--- config.mk ---
export PLATFORM = sky130hd
export DESIGN_NAME = gpio_mmio_bank_flat
export DESIGN_NICKNAME = d
export VERILOG_FILES = /design/src/rtl/gpio_bus_if.sv /design/src/rtl/gpio_mmio_bank.sv /design/src/flat_wrapper.sv
export SDC_FILE = /design/constraint.sdc
export NUM_CORES = 1
export LEC_CHECK = 0
export BUFFER_PORTS_ARGS = -buffer_cell sky130_fd_sc_hd__buf_2
export CORE_MARGIN = 10
export CORE_UTILIZATION = 35
export DETAILED_ROUTE_END_ITERATION = 10
export HOLD_SLACK_MARGIN = 0.03
export SYNTH_ARGS = -nofsm -noshare
export SYNTH_HDL_FRONTEND = slang
export SYNTH_SLANG_ARGS = --single-unit
--- constraint.sdc ---
create_clock -name clk -period 2.85 [get_ports clk]
set_input_delay 0.855 -clock clk [delete_from_list [all_inputs] [get_ports clk]]
set_output_delay 0.855 -clock clk [all_outputs]
set_load 0.005 [all_outputs]
--- src/rtl/gpio_bus_if.sv ---
// CPU data-bus slice seen by the GPIO bank: region select, byte address,
// byte-lane write strobes, read strobe and registered read data.
interface gpio_bus_if;
  logic        sel;
  logic [31:0] addr;
  logic [31:0] wdata;
  logic [3:0]  wstrb;
  logic        rstrb;
  logic [31:0] rdata;

  modport master (output sel, addr, wdata, wstrb, rstrb, input rdata);
  modport slave  (input sel, addr, wdata, wstrb, rstrb, output rdata);
endinterface

--- src/rtl/gpio_mmio_bank.sv ---
// Memory-mapped GPIO bank: NCH ports of WIDTH bits with OUT/SET/CLR/TGL/DIR/IN.
// Define GPIO_MMIO_IRQ_EN to add IE/IP registers, rising-edge detect and irq.
module gpio_mmio_bank #(
  parameter int NCH         = 2,
  parameter int WIDTH       = 8,
  parameter int SYNC_STAGES = 2
) (
  input  logic                 clk,
  input  logic                 rst,
  gpio_bus_if.slave            bus,
  input  logic [NCH*WIDTH-1:0] gpio_in,
  output logic [NCH*WIDTH-1:0] gpio_out,
  output logic [NCH*WIDTH-1:0] gpio_oe,
  output logic                 irq
);

  localparam int NW = NCH * WIDTH;

  typedef enum logic [2:0] {
    R_OUT = 3'd0,
    R_SET = 3'd1,
    R_CLR = 3'd2,
    R_TGL = 3'd3,
    R_DIR = 3'd4,
    R_IN  = 3'd5,
    R_IE  = 3'd6,
    R_IP  = 3'd7
  } reg_e;

  logic [3:0]       idx;
  reg_e             rsel;
  logic             wr;
  logic             rd;
  logic [31:0]      lane_mask;
  logic [WIDTH-1:0] lm;
  logic [WIDTH-1:0] wd;
  logic [WIDTH-1:0] out_q [NCH];
  logic [WIDTH-1:0] dir_q [NCH];
  logic [NW-1:0]    sync_q [SYNC_STAGES];
  logic [NW-1:0]    synced;
  logic [31:0]      rd_val;
  logic [31:0]      rdata_q;
  logic             unused_bits;

  assign idx       = bus.addr[8:5];
  assign rsel      = reg_e'(bus.addr[4:2]);
  assign wr        = bus.sel & (|bus.wstrb);
  assign rd        = bus.sel & bus.rstrb;
  assign lane_mask = {{8{bus.wstrb[3]}}, {8{bus.wstrb[2]}},
                      {8{bus.wstrb[1]}}, {8{bus.wstrb[0]}}};
  assign lm        = lane_mask[WIDTH-1:0];
  // Write data with inactive byte lanes forced to 0; bits above WIDTH dropped.
  assign wd        = bus.wdata[WIDTH-1:0] & lm;
  assign synced    = sync_q[SYNC_STAGES-1];
  assign bus.rdata = rdata_q;

  // Upper address bits are decoded at the top level; the low two are byte offset.
  assign unused_bits = ^{bus.addr[31:9], bus.addr[1:0], bus.wdata, lane_mask};

  for (genvar p = 0; p < NCH; p++) begin : g_pad
    assign gpio_out[p*WIDTH +: WIDTH] = out_q[p];
    assign gpio_oe[p*WIDTH +: WIDTH]  = dir_q[p];
  end

`ifdef GPIO_MMIO_IRQ_EN
  logic [NW-1:0]    prev_q;
  logic [NW-1:0]    rise;
  logic [WIDTH-1:0] ie_q [NCH];
  logic [WIDTH-1:0] ip_q [NCH];
  logic             pend;
  logic             irq_q;

  assign rise = synced & ~prev_q;
  assign irq  = irq_q;

  always_comb begin
    pend = 1'b0;
    for (int p = 0; p < NCH; p++) begin
      pend = pend | (|(ip_q[p] & ie_q[p]));
    end
  end

  always_ff @(posedge clk) begin
    if (rst) begin
      prev_q <= '0;
      irq_q  <= 1'b0;
      for (int p = 0; p < NCH; p++) begin
        ie_q[p] <= '0;
        ip_q[p] <= '0;
      end
    end else begin
      prev_q <= synced;
      irq_q  <= pend;
      for (int p = 0; p < NCH; p++) begin
        if (wr && idx == 4'(p) && rsel == R_IE) begin
          ie_q[p] <= (ie_q[p] & ~lm) | wd;
        end
        // A new rise on a bit wins over a W1C of the same bit.
        ip_q[p] <= (ip_q[p] & ~((wr && idx == 4'(p) && rsel == R_IP) ? wd : '0))
                   | rise[p*WIDTH +: WIDTH];
      end
    end
  end
`else
  assign irq = 1'b0;
`endif

  always_comb begin
    rd_val = '0;
    for (int p = 0; p < NCH; p++) begin
      if (idx == 4'(p)) begin
        case (rsel)
          R_OUT: rd_val[WIDTH-1:0] = out_q[p];
          R_DIR: rd_val[WIDTH-1:0] = dir_q[p];
          R_IN:  rd_val[WIDTH-1:0] = synced[p*WIDTH +: WIDTH];
`ifdef GPIO_MMIO_IRQ_EN
          R_IE:  rd_val[WIDTH-1:0] = ie_q[p];
          R_IP:  rd_val[WIDTH-1:0] = ip_q[p];
`endif
          default: rd_val = '0;
        endcase
      end
    end
  end

  always_ff @(posedge clk) begin
    if (rst) begin
      rdata_q <= '0;
      for (int s = 0; s < SYNC_STAGES; s++) begin
        sync_q[s] <= '0;
      end
      for (int p = 0; p < NCH; p++) begin
        out_q[p] <= '0;
        dir_q[p] <= '0;
      end
    end else begin
      sync_q[0] <= gpio_in;
      for (int s = 1; s < SYNC_STAGES; s++) begin
        sync_q[s] <= sync_q[s-1];
      end
      // rd_val is built from pre-edge state, so a read+write returns the old value.
      if (rd) begin
        rdata_q <= rd_val;
      end
      for (int p = 0; p < NCH; p++) begin
        if (wr && idx == 4'(p)) begin
          case (rsel)
            R_OUT:   out_q[p] <= (out_q[p] & ~lm) | wd;
            R_SET:   out_q[p] <= out_q[p] | wd;
            R_CLR:   out_q[p] <= out_q[p] & ~wd;
            R_TGL:   out_q[p] <= out_q[p] ^ wd;
            R_DIR:   dir_q[p] <= (dir_q[p] & ~lm) | wd;
            default: ;
          endcase
        end
      end
    end
  end

endmodule

--- src/flat_wrapper.sv ---
// flat-port wrapper written by rule: the top's interface ports become plain ports
module gpio_mmio_bank_flat 
#(
  parameter int NCH         = 2,
  parameter int WIDTH       = 8,
  parameter int SYNC_STAGES = 2
)
  (clk, rst, gpio_in, gpio_out, gpio_oe, irq, bus_sel, bus_addr, bus_wdata, bus_wstrb, bus_rstrb, bus_rdata);
  gpio_bus_if bus_i ();
  input  logic clk;
  input  logic rst;
  input  logic [NCH*WIDTH-1:0] gpio_in;
  output logic [NCH*WIDTH-1:0] gpio_out;
  output logic [NCH*WIDTH-1:0] gpio_oe;
  output logic irq;
  input wire logic [$bits(bus_i.sel)-1:0] bus_sel;
  input wire logic [$bits(bus_i.addr)-1:0] bus_addr;
  input wire logic [$bits(bus_i.wdata)-1:0] bus_wdata;
  input wire logic [$bits(bus_i.wstrb)-1:0] bus_wstrb;
  input wire logic [$bits(bus_i.rstrb)-1:0] bus_rstrb;
  output wire logic [$bits(bus_i.rdata)-1:0] bus_rdata;
  assign bus_i.sel = bus_sel;
  assign bus_i.addr = bus_addr;
  assign bus_i.wdata = bus_wdata;
  assign bus_i.wstrb = bus_wstrb;
  assign bus_i.rstrb = bus_rstrb;
  assign bus_rdata = bus_i.rdata;
  gpio_mmio_bank #(.NCH(NCH), .WIDTH(WIDTH), .SYNC_STAGES(SYNC_STAGES)) u_core (.clk(clk), .rst(rst), .bus(bus_i), .gpio_in(gpio_in), .gpio_out(gpio_out), .gpio_oe(gpio_oe), .irq(irq));
endmodule
Yosys cells after proc, flatten, opt, wreduce, memory -nomap -nowiden --
Memory sizes are Yosys's and may differ from the RTL's. Index checks and enable logic that the tools add are counted.
Storage, ports and cells: register bits after elaboration 32, latch bits 0, bits in writable memories 64, ROM bits 0, bits of input ports 88, output and inout port bits 65, logic and storage cells 100, memories 3
Memory list:
- u_core.sync_q | words 2, width 16, rd ports 2, clocked after memory_dff 0, wr ports 2, RTL line gpio_mmio_bank.sv:39 | logic [NW-1:0] sync_q [SYNC_STAGES];
- u_core.dir_q | words 2, width 8, rd ports 2, clocked after memory_dff 0, wr ports 2, RTL line gpio_mmio_bank.sv:38 | logic [WIDTH-1:0] dir_q [NCH];
- u_core.out_q | words 2, width 8, rd ports 2, clocked after memory_dff 0, wr ports 2, RTL line gpio_mmio_bank.sv:37 | logic [WIDTH-1:0] out_q [NCH];
Cells by class: add/sub/neg operators 0, multipliers 0, divide/modulo/power cells 0, order comparisons 0, eq/ne operators 6, shift operators 0, muxes and demuxes 54, bitwise logic cells 31, reduce and logical (&&, ||, !) cells 5
Operator list (number):
- $mux W8 | 11
- $and A8 B8 Y8 | 7
- $or A8 B8 Y8 | 6
- $pmux W8 S3 | 2
- $mux W1 | 38
- $mux W16 | 2
- $mux W32 | 1
- $not A8 Y8 | 2
- $xor A8 B8 Y8 | 2
- $or A1 B1 Y1 | 12
- $eq A3 B2 Y1 const B | 2
- $eq A3 B3 Y1 const B | 2
- $eq A4 B1 Y1 const B | 1
- $logic_not A4 Y1 | 1
- $reduce_or A4 Y1 | 1
- $eq A3 B1 Y1 const B | 1
- $logic_not A3 Y1 | 1
- $and A1 B1 Y1 | 2
- $logic_and A1 B1 Y1 | 2

Longest topological paths before layout --
Gate-level depths: netlist (run 1).
depth in word-level cells 10, depth in mapped cells 7, depth with buffers taken out 4

Worst setup path after synthesis (run 1) --
Ideal clock, no wire load.
path kind input to register, start in bus_addr[5], end reg with a tool-made name, setup time 268 ps, arrival 2135 ps, data required time 2582 ps, setup slack 447 ps, stages on the path 4, path buffers 1, cells stage by stage buf_2 or4b_4 nor4_2 a21oi_1
RTL lines:
- start: declaration | RTL line flat_wrapper.sv:17 | input wire logic [$bits(bus_i.addr)-1:0] bus_addr;

==> results.toml, run 1 <==
[die]
die_area_um2 = 15800
initial_utilization_pct = 36.0
io_pins = 153
die_y_um = 126
core_area_um2 = 10900
fp.dieW_um = 126
num_rows = 38

[worst_setup_path]
critical_path_class = "input port to flop"
critPathSlowestCell = "or4bb_1"
crit_required_ns = 3.01
crit_path_end_kind = "flop"
crit_fanout = 17
max_stage_delay_ns = 0.56
cp.arrival_ns = 2.41
crit_family = "simple AND/OR/NAND/NOR gates"
cp_num_buf_inv = 1
crit_chain = "buf_2 -> or4bb_1 -> nor3_2 -> o211ai_1 -> o31ai_1"
crit_path_start_kind = "input port"

[cts]
numCtsBuffers = 9
clockBufferDepth = 2
cts_tree = "done"
cts_sinks = 72
cts-root-buf = "clkbuf_8"
path_clk_slew_ns = 0.08
postCtsSetupBuffers = 0
cts_hold_buf = 0
clk_latency_ns = 0.36
cts_resized = 0
htreeDepth = 3

[global_routing]
grt_pass1_wl_mm = 17.9
grtUsageMet2_pct = 22.4
antenna_found_initial = 0
grt-busiest-layer = "met2"
grtUsageMet3_pct = 4.19
use_met1_pct = 17.5
grt_pass1_vias = 3187
grt_usage_pct = 14.2
grt_max_degree = 44
grt-ovfl-total = 0

[timing]
relSlewSlack_pct = 60.9
tns_ns = 0
min_period_ns = 2.24
setup_viol = 0
finalHoldViolCount = 0
fmax_mhz = 446
worst_slew_pin_slew_ns = 0.583
fin_skew_ns = 0.0158
fin_crit_sh_pct = 78.8
rsz0062_at_grt = "no"
maxSlewViolCount = 0

[finish]
stdcell_count = 632
drive_above_1_share_pct = 30.5
nFillCells = 1070
utilization_pct = 42.6
diodes = 0
nNetsFinal = 583
syn_to_final_growth_pct = 18.4

[route]
first_pass_iters = 4
avgRoutedWirePerCell_um = 18.4
drt_iter0_markers = 158
wirelength_mm = 11.6
vias_per_cell = 5.02
vias = 3171
drc = 0
antenna_left = 0

[placement]
portBuffers = 78
gp_congestion = 0.874
dp_cells = 616
hpwlAfterDp_mm = 8.72

[synthesis]
avgSynthCellArea_um2 = 9.80
synth-seq-cells = 72
synth_area_um2 = 3920
seq_area_frac_synth_pct = 45.0
ys_warn_count = 0
postSynth.asyncResetShare_pct = 0
synth_cell_types = 48
ys.flop_type = "dfxtp_1"
synth-edff-count = 32
syn_inst = 400

[power_and_ir_drop]
powerDensity_nw_per_um2 = 498
ir_drop_mv = 0.252
power_leakage_nw = 1.92
finalPower_w = 0.00231

[min_path]
min_path_type = "flop to flop"

[flow_run]
drv_cap = 0

[status]
outcome = "finished, final reports clean"
==> cell usage in the layout (no fill, tap or decap), types with 9 or more instances in the layout <==
cell type   n
buf_2      78
a21oi_1    45
dfxtp_1    40
nor2b_1    33
edfxtp_1   32
conb_1     25
buf_4      21
nor2_1     20
nor3_1     17
nand2b_1   17
a211oi_1   16
mux2_2     16
inv_1      15
nand2_1    12
o21ai_0    12
or3_1      10
a21o_1      9
a21oi_2     9
clkbuf_8    9
==> stage by stage <==
| step | hold slack [ns] | setup slack [ns] | instance area [um2] |
|---|---|---|---|
| finish | 0.438 | 0.606 | 4640 |
| global route | 0.455 | 0.512 | 4640 |
| CTS | 0.439 | 0.656 | 4640 |
| detailed placement | 0.421 | 0.290 | 4430 |
| global placement | 0.422 | 0.296 | 4430 |
| floorplan | 0.414 | 0.447 | 4010 |
==> cells by family (layout without fill, tap and decap cells) <==
| logic type | after synthesis | in the layout | share of synthesized area [%] |
|---|---|---|---|
| AO/OA/AOI/OAI | 101 | 101 | 16.7 |
| XOR/XNOR | 1 | 1 | 0.224 |
| adder cells (fa/ha/maj) | 8 | 8 | 2.55 |
| buffers and inverters | 62 | 130 | 9.20 |
| flip-flops | 72 | 72 | 45.0 |
| multiplexers | 24 | 24 | 6.64 |
| other | 1 | 25 | 0.0957 |
| AND/OR/NAND/NOR | 131 | 131 | 19.7 |
==> metal layers <==
metal	vias up	share of wire, %
met5	-	0
met4	0	2.7
met3	21	8.6
met2	127	46
met1	1475	43
li1	1548	-
==> area by class of cell <==
type | count | area (um2) | area share [%]
flip-flops and latches | 72 | 1760 | 38.0
clock inverters | 5 | 58.8 | 1.27
well taps | 140 | 175 | 3.78
multi-input cells | 290 | 1890 | 40.7
repair buffers | 99 | 548 | 11.8
clock buffers | 11 | 153 | 3.29
inverters | 15 | 56.3 | 1.21
==> power by group <==
group          leakage (nW)  switching (W)  total [W]  internal (W)
registers             0.661      0.0000296    0.00115       0.00112
logic                  1.15       0.000161   0.000277      0.000116
clock network         0.110       0.000419   0.000883      0.000464
==> synth_stat cells, drive strengths merged (2+ instances only) <==
library cell  instances  area share (%)
a21oi                55             8.2
dfxtp                40              20
buf                  35             6.6
nor2b                33             5.3
edfxtp               32              25
nor2                 21             2.1
nand2b               18             3.1
nor3                 18             2.4
a211oi               16             3.1
mux2                 16             4.6
inv                  15             1.4
o21ai                14             1.8
clkbuf               12             1.1
nand2                12             1.1
or3                  10             1.6
a21o                  9             1.7
ha                    8             2.6
mux2i                 8             2.0
nor4                  5             1.3
nand3                 4            0.51
and4                  2            0.45
nand4                 2            0.32
o21bai                2            0.38
==> path summary, 6_finish.rpt <==
path	slack, ns	depth (start not counted)	startpoint	to
worst max-delay path	0.61	5	bus_addr[2]	flop
worst min-delay path	0.44	1	u_core.sync_q[0][13]$_SDFF_PP0_	u_core.sync_q[0][29]$_SDFF_PP0_
worst max register to register	1.56	3	u_core.out_q[0][4]$_SDFFCE_PN0P_	u_core.out_q[0][4]$_SDFFCE_PN0P_
worst min register to register	0.44	1	u_core.sync_q[0][13]$_SDFF_PP0_	u_core.sync_q[0][29]$_SDFF_PP0_
Note: power is estimated with default switching activity, not from simulation.
==> run 2: changes to the inputs <==
clock period = 1.9 ns   (was 2.85 ns; I/O delays follow)
==> results.toml, run 2 (synthesis gave the netlist of run 1 again) <==
[die]
die_y_um = 126
fp.dieW_um = 126
die_area_um2 = 15800
initial_utilization_pct = 36.0
core_area_um2 = 10900
io_pins = 153
num_rows = 38

[timing]
fin_skew_ns = 0.0130
min_period_ns = 1.83
tns_ns = 0
fmax_mhz = 545
finalHoldViolCount = 0
setup_ws_ns = 0.0653
maxSlewViolCount = 0
fin_crit_sh_pct = 96.6
setup_viol = 0
rsz0062_at_grt = "no"

[min_path]
min_path_cells = 2
min_path_type = "input port to flop"
min_from = "gpio_in[1]"
hold_path_end = "u_core.sync_q[0][1]$_SDFF_PP0_"

[placement]
post-place-ws_ns = -0.245
gp_congestion = 0.878
portBuffers = 78
hpwlAfterDp_mm = 9.21

[finish]
final_common_cell = "buf_2"
drive_above_1_share_pct = 34.7
nFillCells = 1072
utilization_pct = 44.8
syn_to_final_growth_pct = 24.4
final_cell_mix = "buf_2 (78), a21oi_1 (45), buf_4 (45)"
diodes = 0
nNetsFinal = 609

[cts]
cts_hold_buf = 0
cts-root-buf = "clkbuf_8"
clk_latency_ns = 0.35
clockBufferDepth = 2
numCtsBuffers = 9
path_clk_slew_ns = 0.08
cts_sinks = 72
cts_resized = 0
cts_tree = "done"
postCtsSetupBuffers = 0
htreeDepth = 3

[global_routing]
grt_pass1_vias = 3426
grt-ovfl-total = 0
grt_pass1_wl_mm = 18.8
grt_max_degree = 43
antenna_found_initial = 1
grt_usage_pct = 14.7

[worst_setup_path]
r2r_slack_ns = 0.55
max_stage_delay_ns = 0.48
critical_path_class = "input port to flop"
crit_fanout = 8
r2r-start = "u_core.out_q[0][6]$_SDFFCE_PN0P_"
crit_path_end_kind = "flop"
crit_required_ns = 2.00
r2r_cells = 3
crit_path_start_kind = "input port"
crit_chain = "buf_2 -> o41ai_4 -> buf_12 -> nor4_4 -> buf_4 -> a211oi_1 -> nor3_1"
reg2reg_to = "u_core.out_q[0][6]$_SDFFCE_PN0P_"
critPathSlowestCell = "o41ai_4"
cp.arrival_ns = 1.93

[route]
vias_per_cell = 4.97
first_pass_iters = 4
drc = 0
dr.max_layer_used = "met5"
avgRoutedWirePerCell_um = 18.1
vias = 3269
met2_length_mm = 5.82
wirelength_mm = 11.9
antenna_left = 0
wl_met1_mm = 5.06
drt_iter0_markers = 250
routed-wl-met3_um = 800

[power_and_ir_drop]
ir_drop_mv = 0.367
power_leakage_nw = 2.06
powerDensity_nw_per_um2 = 702

[status]
outcome = "finished, final reports clean"

[flow_run]
drv_cap = 0
==> run 2: cell count changes in the layout (fill, tap and decap cells not counted), sizes merged <==
cell	delta
clkbuf	+1
buf	+26
clkinv	-1
==> run 2: how the worst max path moves through the flow <==
stage	from	end	slack [ns]
after floorplan	bus_addr[5]	u_core.dir_q[0][0]$_SDFFCE_PN0P_	-0.11
after global placement	bus_wstrb[0]	flop	-0.22
after detailed placement	bus_wstrb[0]	u_core.out_q[0][6]$_SDFFCE_PN0P_	-0.24
after CTS	bus_wstrb[0]	u_core.out_q[0][3]$_SDFFCE_PN0P_	0.1
after global routing	bus_wstrb[0]	u_core.out_q[0][3]$_SDFFCE_PN0P_	0.02
final	bus_wstrb[0]	u_core.out_q[0][3]$_SDFFCE_PN0P_	0.07
==> run 2: power by group <==
group	internal (W)	total [W]	switching, W
registers	0.00168	0.00172	0.0000431
logic	0.000206	0.000455	0.000249
clock network	0.000650	0.00124	0.000593
total	0.00254	0.00342	0.000885
==> run 2: final cells by class <==
| cell class | instances | area [um2] | share of cell area (%) |
|---|---|---|---|
| tap | 140 | 175 | 3.59 |
| clock inverter | 4 | 51.3 | 1.05 |
| timing repair buffer | 125 | 768 | 15.8 |
| sequential | 72 | 1760 | 36.1 |
| clock buffer | 12 | 145 | 2.98 |
| multi-input combinational | 290 | 1920 | 39.3 |
| inverter | 15 | 56.3 | 1.16 |
==> run 2: metal layers <==
| layer | global-route usage (%) | up-vias |
|---|---|---|
| li1 | - | 1603 |
| met5 | 0 | - |
| met1 | 18.1 | 1536 |
| met4 | 5.89 | 2 |
| met3 | 3.48 | 16 |
| met2 | 24.2 | 112 |
==> run 2: through the flow <==
step                instance area, um2  cells  total power [W]  hold slack [ns]
floorplan                         4040    424          0.00203            0.414
global placement                  4680    642          0.00220            0.419
detailed placement                4680    642          0.00221            0.422
CTS                               4870    658          0.00345            0.409
global route                      4870    658          0.00356            0.418
finish                            4870    658          0.00342            0.420
==> run 2: worst max-delay path, delay by kind of cell <==
family                 cells  cell delay, ns
buffers and inverters      3            0.48
AND/OR/NAND/NOR            2            0.11
AO/OA/AOI/OAI              2            0.76
